`src/rtl/alu_seq_arbiter.sv`:
```
// Two-requester round-robin front end for a shared 8-bit adder.
// Each granted add/subtract is run one byte per cycle, LSB first.
module alu_seq_arbiter #(
  parameter  int NBYTES = 4,
  localparam int W      = 8 * NBYTES
) (
  input  logic         clk,
  input  logic         rst,
  input  logic         req0,
  input  logic         op0,
  input  logic [W-1:0] a0,
  input  logic [W-1:0] b0,
  output logic         ack0,
  input  logic         req1,
  input  logic         op1,
  input  logic [W-1:0] a1,
  input  logic [W-1:0] b1,
  output logic         ack1,
  output logic         busy,
  output logic         done,
  output logic         done_id,
  output logic [W-1:0] result,
  output logic         flag_c,
  output logic         flag_z,
  output logic         flag_v,
  output logic         flag_n
);

  // state  | meaning
  // S_IDLE | waiting for a request; the only state that grants
  // S_ADD  | one result byte per cycle, byte index idx
  // S_DONE | result and flags presented for one cycle
  typedef enum logic [1:0] {S_IDLE, S_ADD, S_DONE} state_t;

  localparam int IW = (NBYTES > 1) ? $clog2(NBYTES) : 1;

  state_t         state, state_nxt;
  logic   [W-1:0] a_reg, b_reg;
  logic           carry;
  logic           ptr;
  logic [IW-1:0]  idx;

  logic           gnt_valid, gnt_id;
  logic           op_sel;
  logic [W-1:0]   a_sel, b_sel;
  logic           last;
  logic [7:0]     a_byte, b_byte;
  logic [8:0]     sum9;
  logic [7:0]     sum7;
  logic           c7;
  logic [W-1:0]   res_nxt;

  // Ties go to the pointer; a lone requester wins regardless of it.
  assign gnt_valid = req0 | req1;
  assign gnt_id    = (req0 && req1) ? ptr : req1;
  assign op_sel    = gnt_id ? op1 : op0;
  assign a_sel     = gnt_id ? a1 : a0;
  assign b_sel     = gnt_id ? b1 : b0;

  assign last   = (idx == IW'(NBYTES - 1));
  assign a_byte = a_reg[8*idx +: 8];
  assign b_byte = b_reg[8*idx +: 8];
  assign sum9   = {1'b0, a_byte} + {1'b0, b_byte} + {8'b0, carry};
  // Carry into bit 7 of the top byte, needed for signed overflow.
  assign sum7   = {1'b0, a_byte[6:0]} + {1'b0, b_byte[6:0]} + {7'b0, carry};
  assign c7     = sum7[7];

  always_comb begin
    res_nxt = result;
    res_nxt[8*idx +: 8] = sum9[7:0];
  end

  always_ff @(posedge clk) begin
    if (rst) state <= S_IDLE;
    else     state <= state_nxt;
  end

  always_comb begin
    state_nxt = state;
    case (state)
      S_IDLE:  if (gnt_valid) state_nxt = S_ADD;
      S_ADD:   if (last)      state_nxt = S_DONE;
      S_DONE:                 state_nxt = S_IDLE;
      default:                state_nxt = S_IDLE;
    endcase
  end

  // Outputs are held low while rst is asserted so an aborted op never pulses.
  always_comb begin
    ack0 = 1'b0;
    ack1 = 1'b0;
    busy = 1'b0;
    done = 1'b0;
    if (!rst) begin
      case (state)
        S_IDLE: begin
          ack0 = gnt_valid & ~gnt_id;
          ack1 = gnt_valid &  gnt_id;
        end
        S_ADD:  busy = 1'b1;
        S_DONE: begin
          busy = 1'b1;
          done = 1'b1;
        end
        default: ;
      endcase
    end
  end

  always_ff @(posedge clk) begin
    if (rst) begin
      a_reg   <= '0;
      b_reg   <= '0;
      carry   <= 1'b0;
      ptr     <= 1'b0;
      idx     <= '0;
      done_id <= 1'b0;
      result  <= '0;
      flag_c  <= 1'b0;
      flag_z  <= 1'b0;
      flag_v  <= 1'b0;
      flag_n  <= 1'b0;
    end else begin
      case (state)
        S_IDLE: begin
          if (gnt_valid) begin
            a_reg   <= a_sel;
            b_reg   <= op_sel ? ~b_sel : b_sel;
            carry   <= op_sel;
            done_id <= gnt_id;
            ptr     <= ~gnt_id;
            idx     <= '0;
          end
        end
        S_ADD: begin
          result <= res_nxt;
          carry  <= sum9[8];
          idx    <= idx + IW'(1);
          if (last) begin
            flag_c <= sum9[8];
            flag_z <= (res_nxt == '0);
            flag_v <= sum9[8] ^ c7;
            flag_n <= res_nxt[W-1];
          end
        end
        default: ;
      endcase
    end
  end

endmodule

```
`config.mk`:
```
export PLATFORM = sky130hd
export DESIGN_NAME = alu_seq_arbiter
export DESIGN_NICKNAME = d
export VERILOG_FILES = /design/src/rtl/alu_seq_arbiter.sv
export SDC_FILE = /design/constraint.sdc
export NUM_CORES = 1
export LEC_CHECK = 0
export ABC_AREA = 1
export CAP_MARGIN = 20
export CORE_ASPECT_RATIO = 1.75
export CORE_MARGIN = 4
export CORE_UTILIZATION = 30
export DETAILED_ROUTE_END_ITERATION = 6
export RECOVER_POWER = 50
export SLEW_MARGIN = 40
export SYNTH_ARGS = -nofsm -noshare
export SYNTH_HDL_FRONTEND = slang
export SYNTH_SLANG_ARGS = --single-unit
```
`constraint.sdc`:
```
create_clock -name clk -period 2.8 [get_ports clk]
set_clock_uncertainty 0.1 [all_clocks]
set_input_delay 0.28 -clock clk [delete_from_list [all_inputs] [get_ports clk]]
set_output_delay 0.28 -clock clk [all_outputs]
set_load 0.02 [all_outputs]
```
==> results.yml, run 1 <==
power:
  comb_power_share_pct: 40.8
  pwr-share-seq_pct: 34.8
  clock_power_share_pct: 24.3
  p_switching_mw: 2.02
  vdd_drop_max_v: 0.000325
  p_int_mw: 3.30
  switching_share_pct: 38.0
  p_per_area_nw_per_um2: 555
  power.leakage_nw: 4.82
setup_path:
  regToRegEndpoint: "flag_z"
  r2r_start: "idx[0]"
  endpoint: "flag_z"
  critical_path_peak_fanout: 4
  r2r_slack_ns: -0.13
  cp-start-kind: "register"
  slowest_delay_ns: 0.61
  r2r_cells: 19
  crit_top_cell: "nand2_1"
  required_ns: 2.99
  crit_path_start: "idx[0]"
  crit_type: "register to register"
  slowest_stage: "fa_2"
  end_kind: "register"
  crit_chain: "inv_6 > buf_8 > nor2_4 > o22ai_2 > fa_2 > inv_2 > fa_2 > nor2_4 > nand2_1 > nand2_1 > nor2_1 > nand3b_1 > nor2_1 > nand2_1 > nor2_1 > nand3_1 > nor2_2 > nand2_1 > a21oi_2"
  arrival_ns: 3.12
clocking:
  cts.path.max_buffers: 2
  cts_max_level: 3
  cts.sinks: 107
  clock_latency_ns: 0.36
  cts_hold_buf: 0
  cts_tree: "done"
  cts_root_buf: "clkbuf_16"
  path_clk_slew_ns: 0.08
  cts_buffers: 9
die:
  coreArea_um2: 21600
  die_area_um2: 24500
  rows: 71
  initial_core_util_pct: 30.5
  die_h_um: 204
  ios: 175
  die_x_um: 120
route:
  drc_errors: 0
  vias_per_cell: 4.64
  dr.pass1.iters: 5
  wire_per_inst_um: 14.8
  wl_um: 22000
  vias: 6913
  drtIter0Drc: 323
  ant_nets: 0
placed_design:
  gp_congestion: 0.897
  dp_slack_ns: -0.140
  hpwl_um: 17000
  portBuffers: 174
global_routing:
  antenna_found_initial: 0
  grt_pass1_vias: 6721
  gr-total-overflow: 0
  grtUsageTotal_pct: 17.5
  grt_max_degree: 92
  grt_pass1_wl_um: 34100
outcome:
  status: "finished, violations left"
  violations: "negative setup slack"
cells_and_area:
  layout_common_cells: "nand2_1 (183), inv_1 (152), clkdlybuf4s50_1 (135)"
  final_common_cell: "nand2_1"
  final_util_pct: 44.4
  synthToLayoutAreaGrowth_pct: 45.8
  drive_above_1_share_pct: 13.1
  nets: 1345
  diodes: 0
sta:
  post-route-period-util_pct: 104
  hold_violations: 0
  period_needed_ns: 2.93
  tns_ns: -0.125
  slew_headroom_pct: 33.6
  clock.fmax_ghz: 0.342
  setup_viol: 1
  rsz0062_at_grt: "yes"
  worstMarginPinSlew_ns: 0.996
  maxSlewViolCount: 0
  whs_ns: 0.224
  fin_ws_ns: -0.125
hold_path:
  worstHoldStart: "rst"
  hp-class: "input port to register"
synth:
  yosysUniqueCellTypes: 39
  syn-cell-area_um2: 6580
  synth_area_leaders: "dfxtp_1 (33%), nand2_1 (11%), inv_1 (9.1%), nor2_1 (7.1%), o21ai_0 (6.5%)"
  yosysSeqAreaShare_pct: 32.6
  synthesis.instances: 996
  syn-num-nets: 1148
  synth_top_area_cell: "dfxtp_1"
  synth_top_area_share_pct: 32.6
  synth_area_per_cell_um2: 6.60
  synthArstFlopShare_pct: 0
  synth_edf_count: 0
  synth_ff_type: "dfxtp_1"
  ys_ff_latch: 107
  yosysWarnings: 0
flow_run:
  drv_cap: 0
[layout make-up]
type	count	area, um^2
clock inverter	7	73.8
multi-input combinational	663	3760
tap	292	365
timing repair buffer	245	2370
inverter	167	642
clock buffer	9	225
fill	2218	12000
sequential	107	2150
[critical path: cells and delay by family, from the launching register on]
kind / cells / cell delay [ns]
and+or+nand+nor: 12 / 0.97
adders and majority gates: 2 / 0.87
DFF: 1 / 0.37
AOI/OAI and AO/OA: 2 / 0.31
buffers and inverters: 3 / 0.24
[cell families (layout without fill, tap and decap cells)]
kind of cell               count (synthesis)  in the layout  synth area share [%]
and+or+nand+nor                          404            404                  25.2
buffers and inverters                    226            428                  13.8
AOI/OAI and AO/OA                        192            192                  17.6
DFF                                      107            107                  32.6
muxes                                     32             32                  4.87
adders and majority gates                 18             18                  3.65
xor gates and xnor gates                  17             17                  2.26
[synth_stat cells (all sizes together) (17+ instances only)]
master,instances
dfxtp,107
xor2,17
o211ai,32
clkbuf,35
nor2,125
nand3,66
nand2,196
o21ai,86
a21oi,33
mux2i,32
buf,24
inv,166
[routing by layer]
metal / track usage, % / routed length (um) / up-vias
met3: 2.38 / 670 / 44
met1: 18.2 / 8360 / 3105
met2: 34.4 / 12200 / 149
met4: 7.05 / 764 / 0
met5: 0 / 0 / -
li1: - / - / 3615
[metrics by stage]
step,total power [mW],instances,area (um^2)
detailed placement,3.92,1459,8920
CTS,5.27,1486,9400
global route,5.67,1490,9590
floorplan,3.08,996,6660
finish,5.32,1490,9590
global placement,3.90,1459,8920
[worst min path at each step]
stage / slack (ns) / to / depth (start not counted)
floorplan: 0.29 / a_reg[18] / 2
global placement: 0.36 / done_id / 2
detailed placement: 0.37 / done_id / 2
CTS: 0.23 / state[1] / 2
global route: 0.23 / state[1] / 2
finish: 0.22 / state[1] / 2
[power groups by stage]
stage | clock (mW) | sequential, mW | combinational [mW]
after detailed placement | 0 | 1.89 | 2.03
after CTS | 1.32 | 1.85 | 2.09
after floorplan | 0 | 1.90 | 1.18
after global placement | 0 | 1.89 | 2.02
final | 1.30 | 1.85 | 2.17
after global routing | 1.38 | 1.88 | 2.41
[repair_timing]
item                                   in CTS  in global routing
endpoints found under the hold margin       0                  0
buffers inserted                           10                  4
pin swaps                                  15                 26
gates resized for setup                    24                 61
gates cloned                                1                  0
setup endpoints to repair                   3                 19
Note: power is estimated with default switching activity, not from simulation.
==> run 2: changes to the inputs <==
--- a/config.mk
+++ b/config.mk
@@ -12,6 +12,7 @@
 export CORE_UTILIZATION = 30
 export DETAILED_ROUTE_END_ITERATION = 6
 export RECOVER_POWER = 50
+export REMOVE_ABC_BUFFERS = 1
 export SLEW_MARGIN = 40
 export SYNTH_ARGS = -nofsm -noshare
 export SYNTH_HDL_FRONTEND = slang
==> constraint.sdc (replaced) <==
create_clock -name clk -period 2.8 [get_ports clk]
set_clock_uncertainty 0.1 [all_clocks]
set_input_delay 0.28 -clock clk [delete_from_list [all_inputs] [get_ports clk]]
set_output_delay 0.28 -clock clk [all_outputs]
set_load 0.01 [all_outputs]
==> run 2 against run 1 <==
Compared with the run above: the flow still finishes with violations (negative setup slack); maximum frequency grew 0.54%; die area is the same; via count shrank 0.32%; wire length shrank 1.6%; hold slack gained 0.12 ns; final cell count shrank 1.1%; sequential power is essentially flat; setup slack gained 0.016 ns; first-iteration DRC count grew 17%; critical path type unchanged; critical endpoint unchanged; largest cell class unchanged; largest power group unchanged.
==> results.yml, run 2 (same netlist as run 1, synthesis figures left out) <==
outcome:
  status: "finished, violations left"
  violations: "negative setup slack"
clocking:
  path_clk_slew_ns: 0.07
  cts.path.max_buffers: 2
  cts_tree: "done"
  cts.sinks: 107
  cts_hold_buf: 0
  cts_root_buf: "clkbuf_16"
  clock_latency_ns: 0.35
  cts_buffers: 9
  cts_max_level: 3
route:
  vias_per_cell: 4.68
  ant_nets: 0
  vias: 6891
  drtIter0Drc: 379
  wire_per_inst_um: 14.7
  dr.pass1.iters: 5
  wl_um: 21700
  drc_errors: 0
setup_path:
  regToRegEndpoint: "flag_z"
  critical_path_peak_fanout: 6
  cp-start-kind: "register"
  slowest_delay_ns: 0.40
  crit_chain: "inv_6 > o21ai_0 > o22ai_2 > fa_2 > inv_2 > fa_2 > buf_4 > nand2_1 > nand3_2 > nor2_1 > nand2_1 > o21ai_0 > nor2_1 > nand3_1 > nor2_2 > nand3_1 > nor2_1 > nand2_1 > a21oi_2"
  cp_num_buf_inv: 3
  r2r_cells: 19
  end_kind: "register"
  r2r_slack_ns: -0.11
  arrival_ns: 3.10
  slowest_stage: "fa_2"
  crit_family: "simple AND/OR/NAND/NOR gates"
  crit_type: "register to register"
  required_ns: 2.99
  r2r_start: "idx[0]"
global_routing:
  gr-total-overflow: 0
  grt_max_degree: 92
  grtUsageTotal_pct: 17.4
  grt_pass1_wl_um: 33700
  grt_pass1_vias: 6541
  antenna_found_initial: 1
sta:
  tns_ns: -0.153
  maxSlewViolCount: 0
  period_needed_ns: 2.91
  slew_headroom_pct: 31.8
  hold_violations: 0
  setup_viol: 2
  fin_ws_ns: -0.110
  worstMarginPinSlew_ns: 1.02
  clock.fmax_ghz: 0.344
  post-route-period-util_pct: 104
  rsz0062_at_grt: "yes"
die:
  die_x_um: 120
  ios: 175
  rows: 71
  die_area_um2: 24500
  initial_core_util_pct: 30.5
  die_h_um: 204
  coreArea_um2: 21600
power:
  vdd_drop_max_v: 0.000275
  switching_share_pct: 35.5
  comb_power_share_pct: 38.9
  p_switching_mw: 1.84
  p_per_area_nw_per_um2: 559
  p_int_mw: 3.36
  power.leakage_nw: 4.69
  clock_power_share_pct: 25.7
  pwr-share-seq_pct: 35.4
cells_and_area:
  nets: 1328
  drive_above_1_share_pct: 10.1
  layout_common_cells: "nand2_1 (191), inv_1 (158), clkdlybuf4s50_1 (137)"
  final_cells: 1474
  synthToLayoutAreaGrowth_pct: 41.5
  final_common_cell: "nand2_1"
hold_path:
  hold_path_depth: 2
  holdPathEnd: "ptr"
  worstHoldStart: "rst"
  hp-class: "input port to register"
placed_design:
  dp_slack_ns: -0.118
  gp_congestion: 0.919
  dp_cells: 1456
  hpwl_um: 17000
  portBuffers: 174
flow_run:
  drv_cap: 0
run 2: cell type report:
type                            instances  area (um^2)
Antenna cell                            1         2.50
Clock buffer                           11          253
Clock inverter                          5         61.3
Fill cell                            2234        12300
Inverter                              167          637
Multi-Input combinational cell        663         3640
Sequential cell                       107         2150
Tap cell                              292          365
Timing Repair Buffer                  228         2200
run 2: power by group through the flow:
| stage | combinational, mW | clock [mW] | sequential [mW] |
|---|---|---|---|
| after floorplan | 1.07 | 0 | 1.87 |
| after global placement | 1.95 | 0 | 1.88 |
| after detailed placement | 1.98 | 0 | 1.88 |
| after CTS | 2.01 | 1.36 | 1.85 |
| after global routing | 2.25 | 1.43 | 1.87 |
| final | 2.02 | 1.34 | 1.84 |
run 2: worst max path at each step:
stage | start | to | slack [ns] | cells past startpoint
detailed placement | idx[1] | flag_z | -0.12 | 19
finish | idx[0] | flag_z | -0.11 | 19
floorplan | state[0] | ack0 | -2.65 | 8
global placement | idx[0] | flag_z | -0.12 | 19
CTS | idx[0] | flag_z | -0.04 | 20
global route | idx[0] | flag_z | -0.36 | 19
run 2: timing repair:
action                                  CTS  global route
resized for setup                        17            32
endpoints found under the setup margin    3            11
gates cloned                              0             0
pin swaps                                 7            18
setup buffers                             0             1
run 2: metrics by stage:
stage	instance area [um^2]	power (mW)	utilization, %	hold slack [ns]
2_1_floorplan	6300	2.94	-	0.242
3_3_place_gp	8860	3.83	41.0	0.365
3_5_place_dp	8860	3.85	41.0	0.368
4_1_cts	9230	5.22	42.7	0.343
5_1_grt	9310	5.55	43.1	0.369
6_report	9310	5.20	43.1	0.341
run 2: metal layers:
layer  global-route usage [%]  share of wire, %  vias to the layer above
li1                         -                 -                     3571
met2                     33.7                56                      171
met4                     5.86               2.6                        0
met5                        0                 0                        -
met1                     18.9                38                     3118
met3                     2.55               3.5                       31
==> run 3: changes to the inputs <==
--- a/config.mk
+++ b/config.mk
@@ -13,6 +13,7 @@
 export DETAILED_ROUTE_END_ITERATION = 6
 export RECOVER_POWER = 50
 export REMOVE_ABC_BUFFERS = 1
+export SETUP_SLACK_MARGIN = 0.15
 export SLEW_MARGIN = 40
 export SYNTH_ARGS = -nofsm -noshare
 export SYNTH_HDL_FRONTEND = slang
==> run 3 against run 2 <==
Compared with the run above: the flow still finishes with violations (negative setup slack); sequential power hardly changed; die area stayed put; via count hardly changed; critical endpoint unchanged; highest routed layer unchanged.
==> results.yml, run 3 (same netlist as run 1, synthesis figures left out) <==
power:
  p_per_area_nw_per_um2: 562
  finalPower_mw: 5.28
  clock_power_share_pct: 25.4
  comb_power_share_pct: 39.7
  vdd_drop_max_v: 0.000279
  p_switching_mw: 1.88
  switching_share_pct: 35.7
  pwr-share-seq_pct: 34.9
  power.leakage_nw: 4.74
  p_int_mw: 3.40
clocking:
  cts.sinks: 107
  cts_max_level: 3
  cts.path.max_buffers: 2
  clock_latency_ns: 0.35
  cts_root_buf: "clkbuf_16"
  cts_buffers: 9
  cts_tree: "done"
  path_clk_slew_ns: 0.07
  cts_hold_buf: 0
die:
  die_area_um2: 24500
  initial_core_util_pct: 30.5
  die_x_um: 120
  ios: 175
  rows: 71
  coreArea_um2: 21600
  die_h_um: 204
global_routing:
  grtUsageTotal_pct: 17.4
  grt_pass1_wl_um: 33800
  gr-total-overflow: 0
  grt_pass1_vias: 6579
  grt_max_degree: 92
  antenna_found_initial: 1
cells_and_area:
  final_common_cell: "nand2_1"
  fillCellCount: 2230
  drive_above_1_share_pct: 11.3
  nets: 1329
  synthToLayoutAreaGrowth_pct: 42.9
  layout_common_cells: "nand2_1 (187), inv_1 (156), clkdlybuf4s50_1 (135)"
sta:
  maxSlewViolCount: 0
  post-route-period-util_pct: 104
  tns_ns: -0.102
  fin_ws_ns: -0.102
  slew_headroom_pct: 31.7
  setup_viol: 1
  clock.fmax_ghz: 0.345
  worstMarginPinSlew_ns: 1.03
  hold_violations: 0
  rsz0062_at_grt: "yes"
  period_needed_ns: 2.90
route:
  drc_errors: 0
  wl_um: 21800
  drtIter0Drc: 422
  ant_nets: 0
  vias_per_cell: 4.67
  vias: 6886
  wire_per_inst_um: 14.8
  dr.pass1.iters: 5
setup_path:
  arrival_ns: 3.09
  regToRegEndpoint: "flag_z"
  critical_path_peak_fanout: 6
  r2r_cells: 19
  r2r_start: "idx[0]"
  cp-start-kind: "register"
  r2r_slack_ns: -0.10
  end_kind: "register"
  required_ns: 2.99
  crit_type: "register to register"
placed_design:
  portBuffers: 174
  gp_congestion: 0.919
  hpwl_um: 17000
hold_path:
  hold_path_depth: 2
  worstHoldStart: "rst"
  holdPathEnd: "ptr"
  hp-class: "input port to register"
outcome:
  violations: "negative setup slack"
  status: "finished, violations left"
flow_run:
  drv_cap: 0
==> run 3: cell types whose count changed in the layout (fill, tap and decap cells not counted), sizes merged <==
cell | previous run | this run
buf | 53 | 54
clkdlybuf4s50 | 137 | 135
dlygate4sd3 | 36 | 37
dlymetal6s2s | 0 | 1
==> run 3: final cells by class <==
cell class	count	area, um^2	share of cell area [%]
diodes	1	2.50	0.0266
clock buffers	11	253	2.69
clock inverters	5	61.3	0.652
inverters	167	637	6.78
multi-input cells	663	3710	39.5
flip-flops and latches	107	2150	22.9
well taps	292	365	3.89
repair buffers	229	2220	23.6
==> run 3: timing repair <==
| action | in CTS | in global routing |
|---|---|---|
| setup buffers | 0 | 2 |
| cloned | 0 | 0 |
| endpoints found under the setup margin | 9 | 25 |
| pin swaps | 8 | 5 |
| gates resized for setup | 27 | 54 |
==> run 3: critical path: stages (launching register included) <==
cell and delay, ns:
dfxtp_4 0.37, inv_4 0.05, o21ai_0 0.25, o22ai_2 0.13
fa_2 0.40, inv_2 0.07, fa_2 0.21, buf_4 0.11
nand2_1 0.07, nand3_2 0.09, nor2_1 0.07, nand2_1 0.06
o21ai_0 0.10, nor2_1 0.19, nand3_1 0.11, nor2_2 0.13
nand3_1 0.07, nor2_1 0.09, nand2_1 0.07, a21oi_2 0.10
==> run 3: routing by layer <==
layer / up-vias / share of wire [%] / track usage [%]
met5: - / 0 / 0
met4: 0 / 2.7 / 5.94
li1: 3577 / - / -
met3: 32 / 3.4 / 2.60
met2: 158 / 56 / 33.8
met1: 3119 / 38 / 18.8
==> run 3: power by group through the flow <==
stage	clock network, mW	logic (mW)	registers, mW
detailed placement	0	1.98	1.88
CTS	1.36	2.03	1.85
floorplan	0	1.07	1.87
global route	1.43	2.33	1.87
finish	1.34	2.10	1.84
global placement	0	1.95	1.88
==> run 3: how the worst max path moves through the flow <==
stage          startpoint      to  slack [ns]
5_1_grt            idx[0]  flag_z       -0.35
3_5_place_dp       idx[1]  flag_z       -0.12
6_report           idx[0]  flag_z       -0.10
3_3_place_gp       idx[0]  flag_z       -0.12
4_1_cts            idx[0]  flag_z       -0.04
2_1_floorplan    state[0]    ack0       -2.65
==> run 3: stage by stage <==
step / setup WS [ns] / cells / instance area [um^2] / util (%) / hold WS, ns
floorplan: -2.65 / 937 / 6300 / - / 0.242
global placement: -0.118 / 1456 / 8860 / 41.0 / 0.365
detailed placement: -0.118 / 1456 / 8860 / 41.0 / 0.368
CTS: -0.0408 / 1472 / 9240 / 42.8 / 0.343
global route: -0.346 / 1475 / 9400 / 43.5 / 0.369
finish: -0.102 / 1475 / 9400 / 43.5 / 0.344
